$ cat src/rtl/riscv_mc_core_if.sv
// Instruction-fetch and data-memory bus between riscv_mc_core and its memories.
// The core drives the master side; the memory model drives the slave side.
interface riscv_mc_core_if;
    logic [31:0]     inst;
    logic [31:0]     inst_addr;
    logic [31:0]     mem_addr;
    logic [3:0][7:0] mem_data_out;
    logic [3:0][7:0] mem_data_in;
    logic            mem_write_en;

    modport master (
        input  inst, mem_data_out,
        output inst_addr, mem_addr, mem_data_in, mem_write_en
    );

    modport slave (
        output inst, mem_data_out,
        input  inst_addr, mem_addr, mem_data_in, mem_write_en
    );
endinterface

$ cat src/rtl/riscv_mc_core.sv
// Multicycle RV32I-subset core: one EXEC cycle per instruction, loads and stores
// stretched by five MEM cycles to cover the 4-stage data-memory pipeline.
module riscv_mc_core (
    input  logic                   clk,
    input  logic                   rst_b,
    riscv_mc_core_if.master        bus,
    output logic                   halted,
    output logic                   o_dbg_state,
    output logic [2:0]             o_dbg_cnt,
    input  logic [4:0]             i_dbg_rsel,
    output logic [31:0]            o_dbg_rdata
);
    typedef enum logic {S_EXEC = 1'b0, S_MEM = 1'b1} state_t;

    localparam logic [6:0] OP_LUI    = 7'b0110111;
    localparam logic [6:0] OP_AUIPC  = 7'b0010111;
    localparam logic [6:0] OP_JAL    = 7'b1101111;
    localparam logic [6:0] OP_JALR   = 7'b1100111;
    localparam logic [6:0] OP_BRANCH = 7'b1100011;
    localparam logic [6:0] OP_LOAD   = 7'b0000011;
    localparam logic [6:0] OP_STORE  = 7'b0100011;
    localparam logic [6:0] OP_IMM    = 7'b0010011;
    localparam logic [6:0] OP_REG    = 7'b0110011;
    localparam logic [6:0] OP_SYSTEM = 7'b1110011;

    state_t      r_state;
    logic [31:0] r_pc;
    logic [31:0] r_regs [32];
    logic [2:0]  r_cnt;
    logic [31:0] r_mem_addr;
    logic [31:0] r_mem_wdata;
    logic        r_mem_we;
    logic        r_halted;

    logic [31:0] w_inst;
    logic [6:0]  w_op;
    logic [4:0]  w_rd, w_rs1, w_rs2;
    logic [2:0]  w_f3;
    logic [6:0]  w_f7;
    logic [31:0] w_rs1v, w_rs2v;
    logic [31:0] w_imm_i, w_imm_s, w_imm_b, w_imm_u, w_imm_j;
    logic [31:0] w_pc_plus4;

    assign w_inst  = bus.inst;
    assign w_op    = w_inst[6:0];
    assign w_rd    = w_inst[11:7];
    assign w_f3    = w_inst[14:12];
    assign w_rs1   = w_inst[19:15];
    assign w_rs2   = w_inst[24:20];
    assign w_f7    = w_inst[31:25];
    assign w_rs1v  = r_regs[w_rs1];
    assign w_rs2v  = r_regs[w_rs2];
    assign w_imm_i = {{20{w_inst[31]}}, w_inst[31:20]};
    assign w_imm_s = {{20{w_inst[31]}}, w_inst[31:25], w_inst[11:7]};
    assign w_imm_b = {{19{w_inst[31]}}, w_inst[31], w_inst[7], w_inst[30:25], w_inst[11:8], 1'b0};
    assign w_imm_u = {w_inst[31:12], 12'b0};
    assign w_imm_j = {{11{w_inst[31]}}, w_inst[31], w_inst[19:12], w_inst[20], w_inst[30:21], 1'b0};
    assign w_pc_plus4 = r_pc + 32'd4;

    function automatic logic [31:0] alu(input logic [2:0] f3, input logic alt,
                                        input logic [31:0] a, input logic [31:0] b);
        case (f3)
            3'b000:  alu = alt ? (a - b) : (a + b);
            3'b001:  alu = a << b[4:0];
            3'b010:  alu = {31'b0, $signed(a) < $signed(b)};
            3'b011:  alu = {31'b0, a < b};
            3'b100:  alu = a ^ b;
            3'b101:  alu = alt ? $unsigned($signed(a) >>> b[4:0]) : (a >> b[4:0]);
            3'b110:  alu = a | b;
            default: alu = a & b;
        endcase
    endfunction

    logic w_taken;
    always_comb begin
        w_taken = 1'b0;
        case (w_f3)
            3'b000:  w_taken = (w_rs1v == w_rs2v);
            3'b001:  w_taken = (w_rs1v != w_rs2v);
            3'b100:  w_taken = ($signed(w_rs1v) <  $signed(w_rs2v));
            3'b101:  w_taken = ($signed(w_rs1v) >= $signed(w_rs2v));
            3'b110:  w_taken = (w_rs1v <  w_rs2v);
            3'b111:  w_taken = (w_rs1v >= w_rs2v);
            default: w_taken = 1'b0;
        endcase
    end

    logic        w_wb_en, w_is_load, w_is_store, w_is_halt;
    logic [31:0] w_wb_val, w_next_pc, w_mem_ea;

    always_comb begin
        w_wb_en    = 1'b0;
        w_wb_val   = 32'd0;
        w_next_pc  = w_pc_plus4;
        w_is_load  = 1'b0;
        w_is_store = 1'b0;
        w_is_halt  = 1'b0;
        w_mem_ea   = w_rs1v + w_imm_i;
        case (w_op)
            OP_LUI:    begin w_wb_en = 1'b1; w_wb_val = w_imm_u; end
            OP_AUIPC:  begin w_wb_en = 1'b1; w_wb_val = r_pc + w_imm_u; end
            OP_JAL:    begin w_wb_en = 1'b1; w_wb_val = w_pc_plus4; w_next_pc = r_pc + w_imm_j; end
            OP_JALR: begin
                if (w_f3 == 3'b000) begin
                    w_wb_en   = 1'b1;
                    w_wb_val  = w_pc_plus4;
                    w_next_pc = (w_rs1v + w_imm_i) & ~32'd1;
                end
            end
            OP_BRANCH: if (w_taken) w_next_pc = r_pc + w_imm_b;
            OP_IMM: begin
                // Shift-immediates carry their funct7 in the immediate field; bad ones are NOPs.
                if ((w_f3 == 3'b001 && w_f7 == 7'b0000000) ||
                    (w_f3 == 3'b101 && (w_f7 == 7'b0000000 || w_f7 == 7'b0100000)) ||
                    (w_f3 != 3'b001 && w_f3 != 3'b101)) begin
                    w_wb_en  = 1'b1;
                    w_wb_val = alu(w_f3, (w_f3 == 3'b101) && w_inst[30], w_rs1v, w_imm_i);
                end
            end
            OP_REG: begin
                if (w_f7 == 7'b0000000 ||
                    (w_f7 == 7'b0100000 && (w_f3 == 3'b000 || w_f3 == 3'b101))) begin
                    w_wb_en  = 1'b1;
                    w_wb_val = alu(w_f3, w_inst[30], w_rs1v, w_rs2v);
                end
            end
            OP_LOAD:   w_is_load = (w_f3 == 3'b010);
            OP_STORE: begin
                w_is_store = (w_f3 == 3'b010);
                w_mem_ea   = w_rs1v + w_imm_s;
            end
            OP_SYSTEM: w_is_halt = (w_inst == 32'h00000073) || (w_inst == 32'h00100073);
            default: ;
        endcase
    end

    // PC is held through MEM, so the load's rd is still decodable from inst there.
    always_ff @(posedge clk or negedge rst_b) begin
        if (!rst_b) begin
            r_state     <= S_EXEC;
            r_pc        <= 32'd0;
            r_cnt       <= 3'd0;
            r_mem_addr  <= 32'd0;
            r_mem_wdata <= 32'd0;
            r_mem_we    <= 1'b0;
            r_halted    <= 1'b0;
            for (int i = 0; i < 32; i++) r_regs[i] <= 32'd0;
        end else if (!r_halted) begin
            case (r_state)
                S_EXEC: begin
                    if (w_is_halt) begin
                        r_halted <= 1'b1;
                    end else if (w_is_load || w_is_store) begin
                        r_mem_addr <= w_mem_ea;
                        if (w_is_store) begin
                            r_mem_wdata <= w_rs2v;
                            r_mem_we    <= 1'b1;
                        end
                        r_cnt   <= 3'd0;
                        r_state <= S_MEM;
                    end else begin
                        if (w_wb_en && w_rd != 5'd0) r_regs[w_rd] <= w_wb_val;
                        r_pc <= w_next_pc;
                    end
                end
                S_MEM: begin
                    r_mem_we <= 1'b0;
                    r_cnt    <= r_cnt + 3'd1;
                    if (r_cnt == 3'd4) begin
                        if (w_is_load && w_rd != 5'd0) r_regs[w_rd] <= bus.mem_data_out;
                        r_pc    <= w_pc_plus4;
                        r_state <= S_EXEC;
                    end
                end
                default: r_state <= S_EXEC;
            endcase
        end
    end

    assign bus.inst_addr    = r_pc;
    assign bus.mem_addr     = r_mem_addr;
    assign bus.mem_data_in  = r_mem_wdata;
    assign bus.mem_write_en = r_mem_we;
    assign halted           = r_halted;
    assign o_dbg_state      = r_state;
    assign o_dbg_cnt        = r_cnt;
    assign o_dbg_rdata      = r_regs[i_dbg_rsel];
endmodule

$ cat src/flat_wrapper.sv
// flat-port wrapper written by rule: the top's interface ports become plain ports
module riscv_mc_core_flat 
  (clk, rst_b, halted, o_dbg_state, o_dbg_cnt, i_dbg_rsel, o_dbg_rdata, bus_inst, bus_mem_data_out, bus_inst_addr, bus_mem_addr, bus_mem_data_in, bus_mem_write_en);
  riscv_mc_core_if bus_i ();
  input  logic clk;
  input  logic rst_b;
  output logic halted;
  output logic o_dbg_state;
  output logic [2:0] o_dbg_cnt;
  input  logic [4:0] i_dbg_rsel;
  output logic [31:0] o_dbg_rdata;
  input wire logic [$bits(bus_i.inst)-1:0] bus_inst;
  input wire logic [$bits(bus_i.mem_data_out)-1:0] bus_mem_data_out;
  output wire logic [$bits(bus_i.inst_addr)-1:0] bus_inst_addr;
  output wire logic [$bits(bus_i.mem_addr)-1:0] bus_mem_addr;
  output wire logic [$bits(bus_i.mem_data_in)-1:0] bus_mem_data_in;
  output wire logic [$bits(bus_i.mem_write_en)-1:0] bus_mem_write_en;
  assign bus_i.inst = bus_inst;
  assign bus_i.mem_data_out = bus_mem_data_out;
  assign bus_inst_addr = bus_i.inst_addr;
  assign bus_mem_addr = bus_i.mem_addr;
  assign bus_mem_data_in = bus_i.mem_data_in;
  assign bus_mem_write_en = bus_i.mem_write_en;
  riscv_mc_core u_core (.clk(clk), .rst_b(rst_b), .bus(bus_i), .halted(halted), .o_dbg_state(o_dbg_state), .o_dbg_cnt(o_dbg_cnt), .i_dbg_rsel(i_dbg_rsel), .o_dbg_rdata(o_dbg_rdata));
endmodule
$ cat config.mk
export PLATFORM = sky130hd
export DESIGN_NAME = riscv_mc_core_flat
export DESIGN_NICKNAME = d
export VERILOG_FILES = /design/src/rtl/riscv_mc_core_if.sv /design/src/rtl/riscv_mc_core.sv /design/src/flat_wrapper.sv
export SDC_FILE = /design/constraint.sdc
export NUM_CORES = 2
export LEC_CHECK = 0
export CAP_MARGIN = 15
export CORE_UTILIZATION = 40
export DETAILED_ROUTE_END_ITERATION = 16
export HOLD_SLACK_MARGIN = 0.12
export MAX_ROUTING_LAYER = met4
export SKIP_LAST_GASP = 1
export SYNTH_ARGS = -nofsm -noshare
export SYNTH_HDL_FRONTEND = slang
export SYNTH_SLANG_ARGS = --single-unit
$ cat constraint.sdc
create_clock -name clk -period 13.55 [get_ports clk]
set_clock_uncertainty 0.2 [all_clocks]
set_input_delay 2.71 -clock clk [delete_from_list [all_inputs] [get_ports clk]]
set_output_delay 2.71 -clock clk [all_outputs]
set_load 0.05 [all_outputs]
==> impl_metrics.json <==
{
  "antenna_found_initial": 30,
  "seq_area_frac_synth_pct": 31.4,
  "critical_path_buf_inv_count": 6,
  "cts.sink_count": 1125,
  "postLayoutCoreUtil_pct": 44.6,
  "r2r.worst_path.cells": 20,
  "drv_slew": 0,
  "finalHoldViolCount": 0,
  "h-tree-depth": 4,
  "hp-class": "reg -> reg",
  "max_cap_violations": 0,
  "power_leakage_nw": 41.6,
  "grt-busiest-layer": "met2",
  "port_buffers": 203,
  "grt_pass1_wl_mm": 654,
  "rsz0062_at_grt": "false",
  "cts_setup_buffers": 0,
  "fin_crit_sh_pct": 87.6,
  "synth_ff_type": "dfrtp_1",
  "gp_congestion": 1.10,
  "grt_pass1_vias": 79100,
  "cp_top_family": "compound AO/OA/AOI/OAI gates",
  "io_pins": 205,
  "setup_tns_ns": 0,
  "track_usage_pct": 42.7,
  "syn_area_per_cell_sq_um": 10.1,
  "initial_core_util_pct": 40.3,
  "cts_buffers": 136,
  "core_sq_um": 223000,
  "drive_gt1_share_pct": 21.5,
  "die_x_um": 476,
  "peakVddDrop_uv": 126,
  "path_class": "in -> reg",
  "post_cts_resized": 0,
  "seq_area_sq_um": 28200,
  "clk_pin_slew_ns": 0.06,
  "hold_depth": 0,
  "synth-edff-count": 0,
  "holdBufCountCts": 0,
  "cp-start-kind": "input pin",
  "use_met1_pct": 53.2,
  "grt.met2_usage_pct": 59.5,
  "max_stage_delay_ns": 0.83,
  "syn-num-nets": 9285,
  "via_per_inst": 7.07,
  "ys_ff_latch": 1125,
  "grt.overflow.total": 0,
  "drtIter0Drc": 12500,
  "p_per_area_nw_per_um2": 106,
  "ys_warn_count": 0,
  "synthCells": 8922,
  "cts_tree": "yes",
  "insertion_delay_ns": 0.87,
  "worstPathCellList": "buf_2, buf_4, and3b_1, buf_4, a22o_1, a31oi_2, nand2_2, inv_1, fa_1, o21bai_1, a211oi_1, a221oi_1, a221oi_1, buf_4, o31ai_1, o311ai_0, o311ai_0, mux2i_1, a211oi_1, nor3b_1, buf_4, o21ai_0, mux2_2",
  "cts_buffer_depth": 3,
  "rows": 173,
  "required_ns": 14.06,
  "clock.fmax_mhz": 84.2,
  "critPathMaxFanout": 34,
  "dieHeight_um": 476,
  "status": "completed",
  "timing.slew.headroom_pct": 10.2,
  "arrival_ns": 12.39,
  "setup-violations-final": 0,
  "post-route-min-period_ns": 11.88,
  "post_drt_wl_per_cell_um": 40.2,
  "dr.pass1.iters": 8,
  "endpoint_kind": "register",
  "cts_root_buf": "clkbuf_16",
  "die_area_sq_um": 226000,
  "fin_nets": 9065,
  "netlist_area_sq_um": 89800,
  "worst_path_max_delay_cell": "o311ai_0",
  "antenna_left": 0,
  "worst_path_most_repeated_cell": "buf_4",
  "drc": 0,
  "multi_input_area_sq_um": 57700,
  "hpwlAfterDp_mm": 326,
  "grt_max_degree": 166,
  "synth_cell_types": 109,
  "grt_use_met3_pct": 12.5,
  "critical_path_depth": 23,
  "wirelength_mm": 475,
  "vias": 83500,
  "worst_slew_pin_slew_ns": 1.34,
  "async_reset_ff_share_pct": 100,
  "synthToLayoutAreaGrowth_pct": 10.7,
  "fill_cells": 21000
}
==> worst reg2reg max path: stages, from the launching register on <==
cell and delay [ns]:
dfrtp_1 0.41, mux4_2 0.46, mux4_2 0.50, nand2_1 0.09, nand2_1 0.63, inv_1 0.42, ha_1 0.40, or3b_2 0.51
a31oi_1 0.22, or2_2 0.15, a221oi_1 0.07, buf_4 0.20, o31ai_1 0.75, o311ai_0 0.32, o311ai_0 0.83, mux2i_1 0.45
a211oi_1 0.32, nor3b_1 0.70, buf_4 0.30, o21ai_0 0.37, mux2_2 0.42
==> routing by layer <==
metal	wire length, um	vias to the layer above
met5	0	-
met4	39600	0
met3	56200	1449
met2	200000	6158
met1	180000	42500
li1	-	33500
==> layout make-up <==
type	instances	share of cell area, %
Multi-Input combinational cell	6744	58.1
Sequential cell	1125	28.3
Timing Repair Buffer	497	4.48
Clock buffer	189	3.89
Tap cell	2975	3.74
Inverter	198	0.753
Clock inverter	53	0.671
Antenna cell	38	0.0956
==> registers in the layout, summed over array words and instances, names as in the netlist <==
signal / flops
u_core.bus.inst_addr: 31
u_core.bus.mem_addr: 32
u_core.bus.mem_data_in: 32
u_core.bus.mem_write_en: 1
u_core.halted: 1
u_core.o_dbg_cnt: 3
u_core.o_dbg_state: 1
u_core.r_regs: 1024
==> logic make-up after synthesis <==
kind of cell / Yosys count / share of synthesized area [%]
xor+xnor: 156 / 1.52
fa+ha+maj: 292 / 4.14
simple gates: 2181 / 10.6
mux: 1666 / 30.1
compound gates: 2448 / 17.2
other cells: 1 / 0.00418
buf+inv: 1053 / 5.05
flops: 1125 / 31.4
==> worst paths after layout <==
path | start | endpoint | slack [ns]
max | bus_inst[17] | u_core.r_regs[670] | 1.67
min | u_core.r_regs[1023] | u_core.r_regs[1023] | 0.22
max reg2reg | u_core.r_regs[809] | u_core.r_regs[670] | 4.72
min reg2reg | u_core.r_regs[1023] | u_core.r_regs[1023] | 0.22
max in group asynchronous | rst_b | u_core.r_regs[213] | 9.18
min in group asynchronous | rst_b | u_core.bus.inst_addr[10] | 1.67
==> synth_stat cells, types with 141 or more instances <==
library cell	instances	area share (%)
nand2_1	1131	4.7
dfrtp_1	1125	31
o21ai_0	925	5.2
mux4_2	754	19
clkbuf_1	611	2.6
mux2i_1	445	5.0
mux2_2	438	5.5
nor2_1	438	1.8
a21oi_1	396	2.2
ha_1	284	4.0
inv_1	175	0.73
o22ai_1	160	1.1
nor3_1	141	0.79
==> power breakdown <==
group          internal, mW  leakage [nW]  switching (mW)  total, mW
sequential             3.43          15.5           0.178       3.61
combinational          1.01          23.8            2.13       3.14
clock                  2.15          2.22            1.65       3.80
total                  6.59          41.6            3.96       10.5
==> cell usage in the layout, fill, tap and decap left out, types with 40 or more instances in the layout <==
master / instances
dfrtp_1: 1124
nand2_1: 1101
o21ai_0: 922
mux4_2: 754
mux2i_1: 445
mux2_2: 438
nor2_1: 432
a21oi_1: 394
ha_1: 284
buf_4: 279
clkdlybuf4s50_1: 184
inv_1: 168
o22ai_1: 153
nor3_1: 137
clkbuf_16: 137
a22oi_1: 116
nand3_1: 114
xnor2_1: 98
a21o_1: 88
a211oi_1: 75
o221ai_1: 65
o31ai_1: 63
a221oi_1: 61
xor2_1: 58
a31oi_1: 57
and3_1: 49
o211ai_1: 49
o21a_1: 43
nand2b_1: 40
nand4_1: 40
o21bai_1: 40
==> per-stage QoR <==
step / hold WS, ns / area, sq um / setup slack [ns] / power, mW / cells
after floorplan: 0.255 / 89800 / 3.26 / 5.45 / 8922
after global placement: 0.196 / 94800 / 1.36 / 6.68 / 11500
after detailed placement: 0.203 / 94800 / 1.32 / 6.68 / 11500
after CTS: 0.217 / 99300 / 2.16 / 10.5 / 11800
after global routing: 0.232 / 99400 / 1.78 / 10.8 / 11800
final: 0.216 / 99400 / 1.67 / 10.5 / 11800
Note: power is estimated with default switching activity, not from simulation.
